`config.mk`:
```
export PLATFORM = sky130hd
export DESIGN_NAME = list_sum_ctrl
export DESIGN_NICKNAME = d
export VERILOG_FILES = /design/src/rtl/list_sum_ctrl.sv
export SDC_FILE = /design/constraint.sdc
export NUM_CORES = 1
export LEC_CHECK = 0
export CAP_MARGIN = 10
export CORE_UTILIZATION = 45
export DETAILED_ROUTE_END_ITERATION = 12
export GPL_ROUTABILITY_DRIVEN = 0
export PLACE_DENSITY = 0.72
export SYNTH_ARGS = -nofsm -noshare
export SYNTH_HDL_FRONTEND = slang
export SYNTH_SLANG_ARGS = --single-unit
```
`constraint.sdc`:
```
create_clock -name clk -period 4.6 [get_ports clk]
set_input_delay 0.46 -clock clk [delete_from_list [all_inputs] [get_ports clk]]
set_output_delay 0.46 -clock clk [all_outputs]
set_load 0.02 [all_outputs]
```
`src/rtl/list_sum_ctrl.sv`:
```
// Control FSM for a linked-list summing datapath: walks head and next pointers,
// steers the sum/pointer registers and flags lists longer than MAX_NODES.
module list_sum_ctrl #(
  parameter int unsigned MAX_NODES = 255
) (
  input  logic       clk,
  input  logic       rst,
  input  logic       start,
  input  logic       abort,
  input  logic       next_zero,
  output logic       ld_sum,
  output logic       ld_next,
  output logic       sum_sel,
  output logic       next_sel,
  output logic       a_sel,
  output logic       busy,
  output logic       done,
  output logic       error,
  output logic [7:0] node_count
);

  typedef enum logic [2:0] {
    S_IDLE,
    S_CLEAR,
    S_HEAD,
    S_ADD,
    S_NEXT,
    S_DONE,
    S_ERR
  } state_e;

  localparam logic [7:0] MaxCount = 8'(MAX_NODES);

  state_e     state_q, state_d;
  logic [7:0] count_d;
  logic       error_d;
  logic       abort_hit;

  assign abort_hit = abort && (state_q inside {S_CLEAR, S_HEAD, S_ADD, S_NEXT});

  always_comb begin
    // NOTE: defaults first, so no path through the case leaves a signal unassigned (no latch).
    state_d = state_q;
    count_d = node_count;
    error_d = error;
    case (state_q)
      S_IDLE: begin
        if (start) begin
          state_d = S_CLEAR;
          count_d = 8'd0;
          error_d = 1'b0;
        end
      end
      S_CLEAR: state_d = S_HEAD;
      S_HEAD:  state_d = next_zero ? S_DONE : S_ADD;
      S_ADD: begin
        count_d = (node_count == MaxCount) ? node_count : node_count + 8'd1;
        state_d = S_NEXT;
      end
      S_NEXT: begin
        if (next_zero) begin
          state_d = S_DONE;
        end else if (node_count == MaxCount) begin
          state_d = S_ERR;
          error_d = 1'b1;
        end else begin
          state_d = S_ADD;
        end
      end
      S_DONE:  state_d = S_IDLE;
      S_ERR:   state_d = S_IDLE;
      default: state_d = S_IDLE;
    endcase
    // Abort outranks every branch above, including the next_zero exit.
    if (abort_hit) begin
      state_d = S_IDLE;
      count_d = node_count;
      error_d = error;
    end
  end

  always_ff @(posedge clk or negedge rst) begin
    if (!rst) begin
      state_q    <= S_IDLE;
      node_count <= 8'd0;
      error      <= 1'b0;
      busy       <= 1'b0;
      done       <= 1'b0;
      ld_sum     <= 1'b0;
      ld_next    <= 1'b0;
      sum_sel    <= 1'b0;
      next_sel   <= 1'b0;
      a_sel      <= 1'b0;
    end else begin
      // NOTE: outputs decode from state_d, so they are registered yet match state_q every cycle.
      state_q    <= state_d;
      node_count <= count_d;
      error      <= error_d;
      busy       <= state_d inside {S_CLEAR, S_HEAD, S_ADD, S_NEXT};
      done       <= (state_d == S_DONE);
      ld_sum     <= state_d inside {S_CLEAR, S_ADD};
      ld_next    <= state_d inside {S_CLEAR, S_HEAD, S_NEXT};
      sum_sel    <= (state_d == S_CLEAR);
      next_sel   <= (state_d == S_CLEAR);
      a_sel      <= state_d inside {S_HEAD, S_NEXT};
    end
  end

endmodule
```
# Yosys cells after proc, flatten, opt, wreduce, memory -nomap -nowiden

Cells that the tools add are included.

Flip-flop bits (word level): 18
Bits of input ports: 5
Output and inout port bits: 16
Word-level logic and storage cells: 49

Add/sub/neg operators: 1
Equality and inequality tests: 14
Mux-type cells: 13
Bitwise gates (word level): 1
Reductions and logical operators: 11

Operators with widths:

| operator                                               | number |
|---|---|
| two-way mux 8 bit                                      | 2 |
| one-hot mux 8 bit (2 select lines)                     | 1 |
| two-way mux 3 bit                                      | 5 |
| one-hot mux 3 bit (5 select lines)                     | 1 |
| equality test 3 x 2 -> 1 bit (second input constant)   | 4 |
| equality test 3 bit (second input constant)            | 3 |
| adder 8 x 1 -> 8 bit (second input constant)           | 1 |
| equality test 8 bit (second input constant)            | 1 |
| nonzero test 2 bit                                     | 4 |
| nonzero test 4 bit                                     | 2 |
| equality test 3 x 1 -> 1 bit (second input constant)   | 2 |
| inequality test 2 bit (second input constant)          | 3 |
| AND reduction 5 bit                                    | 1 |
| AND reduction 4 bit                                    | 1 |
| logical NOT 3 bit                                      | 1 |
| two-way mux 1 bit                                      | 3 |
| nonzero test 3 bit                                     | 1 |
| inequality test 2 x 1 -> 1 bit (second input constant) | 1 |
| one-hot mux 1 bit (2 select lines)                     | 1 |
| logical AND 1 bit                                      | 1 |
| inverter 1 bit                                         | 1 |

# Depth between registers and ports, before layout

Depth after elaboration: 7
Mapped depth: 6
Gate-level depth less buffers: 5

# Least setup slack after synthesis

OpenSTA, ideal clock, no wires.

Path type: reg2reg
Start point: register node_count[0]
End point: register node_count[5]
Library setup time: 77 ps
Arrival time: 1617 ps
Setup slack: 2905 ps
Stages on the path, launching flop included: 6
Buffers on the path: 0
Cell sequence: dfrtp_1 ha_1 nand3_1 o21ai_2 or4_1 a21oi_1

Longest elaborated chain between the ends: 3

RTL lines:

| element                                                                          | line | text |
|---|---|---|
| from (decl)                                                                      | 19   | `output logic [7:0] node_count` |
| from (signal assigned)                                                           | 97   | `node_count <= count_d;` |
| adder 8 x 1 -> 8 bit / equality test 8 bit (equally long branches)               | 57   | `count_d = (node_count == MaxCount) ? node_count : node_count + 8'd1;` |
| two-way mux 8 bit / inequality test 2 bit (equally long branches)                | --   |  |
| one-hot mux 8 bit (2 select lines) / AND reduction 4 bit (equally long branches) | --   |  |

Several ways; a longest one is shown, not always the timed one. The select of a mux whose other input is x is not followed.
A chain may end at the register's enable or synchronous reset.

# Final worst setup path

Start point: input port abort
End point: register node_count[5]

Longest elaborated chain between the ends: 3

RTL lines:

| element                              | line | text |
|---|---|---|
| from (decl)                          | 9    | `input logic abort,` |
| logical AND 1 bit                    | 39   | `assign abort_hit = abort && (state_q inside {S_CLEAR, S_HEAD, S_ADD, S_NEXT});` |
| inverter 1 bit (no source line)      | --   |  |
| AND reduction 4 bit (no source line) | --   |  |

Every way passes these cells.

==> parameters.txt <==
Parameter                              Value

Run status
  Status    finished clean

Synth
  Post-synth top cells    18 x sky130_fd_sc_hd__dfrtp_1, 8 x sky130_fd_sc_hd__nor2_1
  Proportion of synthesized chip area in sequential cells    between 50% and 60%
  Synthesized netlist net count    95
  Syn Inst Count    89
  Mapped Area    roughly 880 µm²
  Post-synth cell types    35
  Number of flops mapped to enable cells by yosys    0
  Largest cells by area after synthesis    sky130_fd_sc_hd__dfrtp_1 51%, sky130_fd_sc_hd__o31ai_1 4.3%, sky130_fd_sc_hd__nor2_1 3.4%
  Number of synthesis warnings    0
  Post-synth ARST share    between 90% and 100%
  Most frequent cell after synthesis    sky130_fd_sc_hd__dfrtp_1
  Post-Syn Area per Cell    between 9 and 10 µm²
  Post-synthesis register bit count    18
  Area share of the largest cell type after synthesis    51.1%
  Top cell type by total area after synthesis    sky130_fd_sc_hd__dfrtp_1
  Primary FF master, synth    sky130_fd_sc_hd__dfrtp_1

Timing
  Worst-Margin Slew    between 700 and 800 ps
  Tightest slew margin relative to the limit    about half
  RSZ-0062 raised after global routing    false
  Fin Clk Skew    between 6 and 7 ps
  Highest Clock Rate    around 500 MHz
  Number of hold-slack violations in the final timing report    0
  Slew Viols, Final    0
  Total negative slack for setup checks    0 ps
  Final critical path time including I/O delays and setup    between 1500 and 2000 ps
  Total setup violations reported at the end of the flow    0
  Final critical-path share of the clock period    43.4%

Clock tree
  Htree depth    1
  Number of gates resized after CTS    0
  Clock latency of the later-clocked register in the worst-skew pair    roughly 290 ps
  Num CTS Buffers    3
  Hold bufs inserted after CTS    0
  Maximum buffer depth of the clock tree    2
  CTS tree    yes
  Post-CTS setup buffer count    0
  Clk root buf    sky130_fd_sc_hd__clkbuf_4
  Clock-pin slew on the worst setup and hold paths    about 100 ps
  Clock sink count    18

Power and ir drop
  Worst voltage drop across the vdd grid    around 0.29 mV
  Leakage power total    0.452 nW
  Power density cells    around 490 nW/µm²

Routing
  Post-detailed-route DRC marker count    0
  Drt first-iter violations    7
  Final Routed Wirelength    about 1700 µm
  Detail Route Antenna Nets    0
  Number of detailed-routing iterations run before antenna repair    4
  Wire length per cell    around 13 µm
  Via/cell ratio    5.56
  Total number of vias    approximately 740

Min path
  Classification of the worst-slack hold path    flip-flop to flip-flop

Floorplanning
  Area of the placeable core    1780 µm²
  Floorplan die height    ~46 µm
  DIE AREA    roughly 2100 µm²
  Starting Density    49.5%
  Number of I/O pins    21
  Die W    46.3 µm
  Count of standard-cell rows    15

Final layout
  Post-Layout Cell Count    133
  Synth-to-layout area growth    26.7%
  Final cell utilization of the core    62.7%
  Fraction of layout cells with a size suffix above 1    about 5.6%
  Final antenna diode count    0
  Final Net Count    115

Critical path
  Largest driver fanout on the critical path    14
  Type of the worst setup path    input pin to flip-flop
  Sort of element at the end of the critical path    flip-flop
  Worst EP arrival    ~2200 ps
  Cell with the largest stage delay on the worst path    sky130_fd_sc_hd__or4_1
  CP required    approximately 4800 ps
  Startpoint class of the critical path    input pin
  Critical Path, Cell by Cell    clkdlybuf4s50_1 > and4bb_1 > o21ai_2 > or4_1 > a21oi_1
  CP peak stage delay    ~540 ps

Global route
  Largest net degree at the start of global routing    19
  Via count of the first global-routing pass    roughly 650
  Wire length of the first global-routing pass    approximately 2700 µm
  Total gr overflow    0
  Total global routing track utilization    18.3%
  Antenna violations before repair    0

Placement
  Post-DP HPWL    1300 µm
  Count of buffers from port buffering    20
  Total placed cells including tap cells    129

Flow run
  Max cap viols    0
[worst max-delay path, delay by kind of cell]
kind                   cells  cell delay, ps
AOI/OAI and AO/OA          2             320
buffers and inverters      1             530
and+or+nand+nor            2             900
[per-layer routing]
metal	vias up	routed length, µm	global-route usage [%]
met5	-	0	0
met3	7	81	4.71
li1	364	-	-
met4	0	40	13.5
met2	23	856	27.9
met1	345	749	22.0
[cell type report]
class | count | area, µm²
multi-input combinational | 61 | 380
tap | 25 | 31.3
fill | 163 | 666
timing repair buffer | 20 | 200
clock buffer | 4 | 36.3
inverter | 5 | 18.8
sequential | 18 | 450
[metrics by stage]
step           setup slack [ps]  hold WS (ps)  power, W  instance area [µm²]
2_1_floorplan              2910           164  0.000380                  882
3_3_place_gp               2340           481  0.000452                 1080
3_5_place_dp               2300           479  0.000459                 1080
4_1_cts                    2620           502  0.000555                 1120
5_1_grt                    2520           558  0.000584                 1120
6_report                   2610           498  0.000549                 1120
[placed cells by master (no fill, tap or decap), types with 2 or more instances in the layout]
master | netlist | layout
sky130_fd_sc_hd__nor2_1 | 8 | 8
sky130_fd_sc_hd__o31ai_1 | 5 | 5
sky130_fd_sc_hd__nand2_1 | 5 | 5
sky130_fd_sc_hd__nand3_1 | 4 | 4
sky130_fd_sc_hd__o211ai_1 | 3 | 3
sky130_fd_sc_hd__inv_1 | 5 | 5
sky130_fd_sc_hd__dfrtp_1 | 18 | 18
sky130_fd_sc_hd__o21ai_1 | 2 | 2
sky130_fd_sc_hd__nand4_1 | 2 | 2
sky130_fd_sc_hd__or4_1 | 2 | 2
sky130_fd_sc_hd__a21oi_1 | 5 | 5
sky130_fd_sc_hd__clkdlybuf4s50_1 | 0 | 20
sky130_fd_sc_hd__nor3_1 | 4 | 4
sky130_fd_sc_hd__o21ai_0 | 3 | 3
sky130_fd_sc_hd__clkbuf_4 | 0 | 3
[final timing paths]
| kind | cells past startpoint | slack [ps] | start | to |
|---|---|---|---|---|
| min in group asynchronous | 1 | 610 | rst | node_count[2] |
| max in group asynchronous | 1 | 3510 | rst | error |
| min | 2 | 500 | error | error |
| max reg2reg | 5 | 2760 | node_count[0] | node_count[5] |
| min reg2reg | 2 | 500 | error | error |
| max | 5 | 2610 | abort | node_count[5] |
[cell families (layout without fill, tap and decap cells)]
logic type                 count (synthesis)  count (layout)  synth area share, %
buffers and inverters                     10              29                 5.82
DFF                                       18              18                 51.1
xor gates and xnor gates                   2               2                 1.99
adders and majority gates                  1               1                 1.42
and+or+nand+nor                           33              33                 20.6
AOI/OAI and AO/OA                         25              25                 19.1
[where the power goes]
part / total, W / internal, W / switching [W]
registers: 0.000231 / 0.000194 / 0.0000373
clock network: 0.0000954 / 0.0000482 / 0.0000472
logic: 0.000223 / 0.000102 / 0.000121
total: 0.000549 / 0.000344 / 0.000205
[sequential cells by signal, indices dropped and copies added, names as in the netlist]
name / cells
next_sel: 1
ld_next: 1
state_q: 3
error: 1
node_count: 8
a_sel: 1
done: 1
busy: 1
ld_sum: 1
Power figures use the tool's default switching activity.
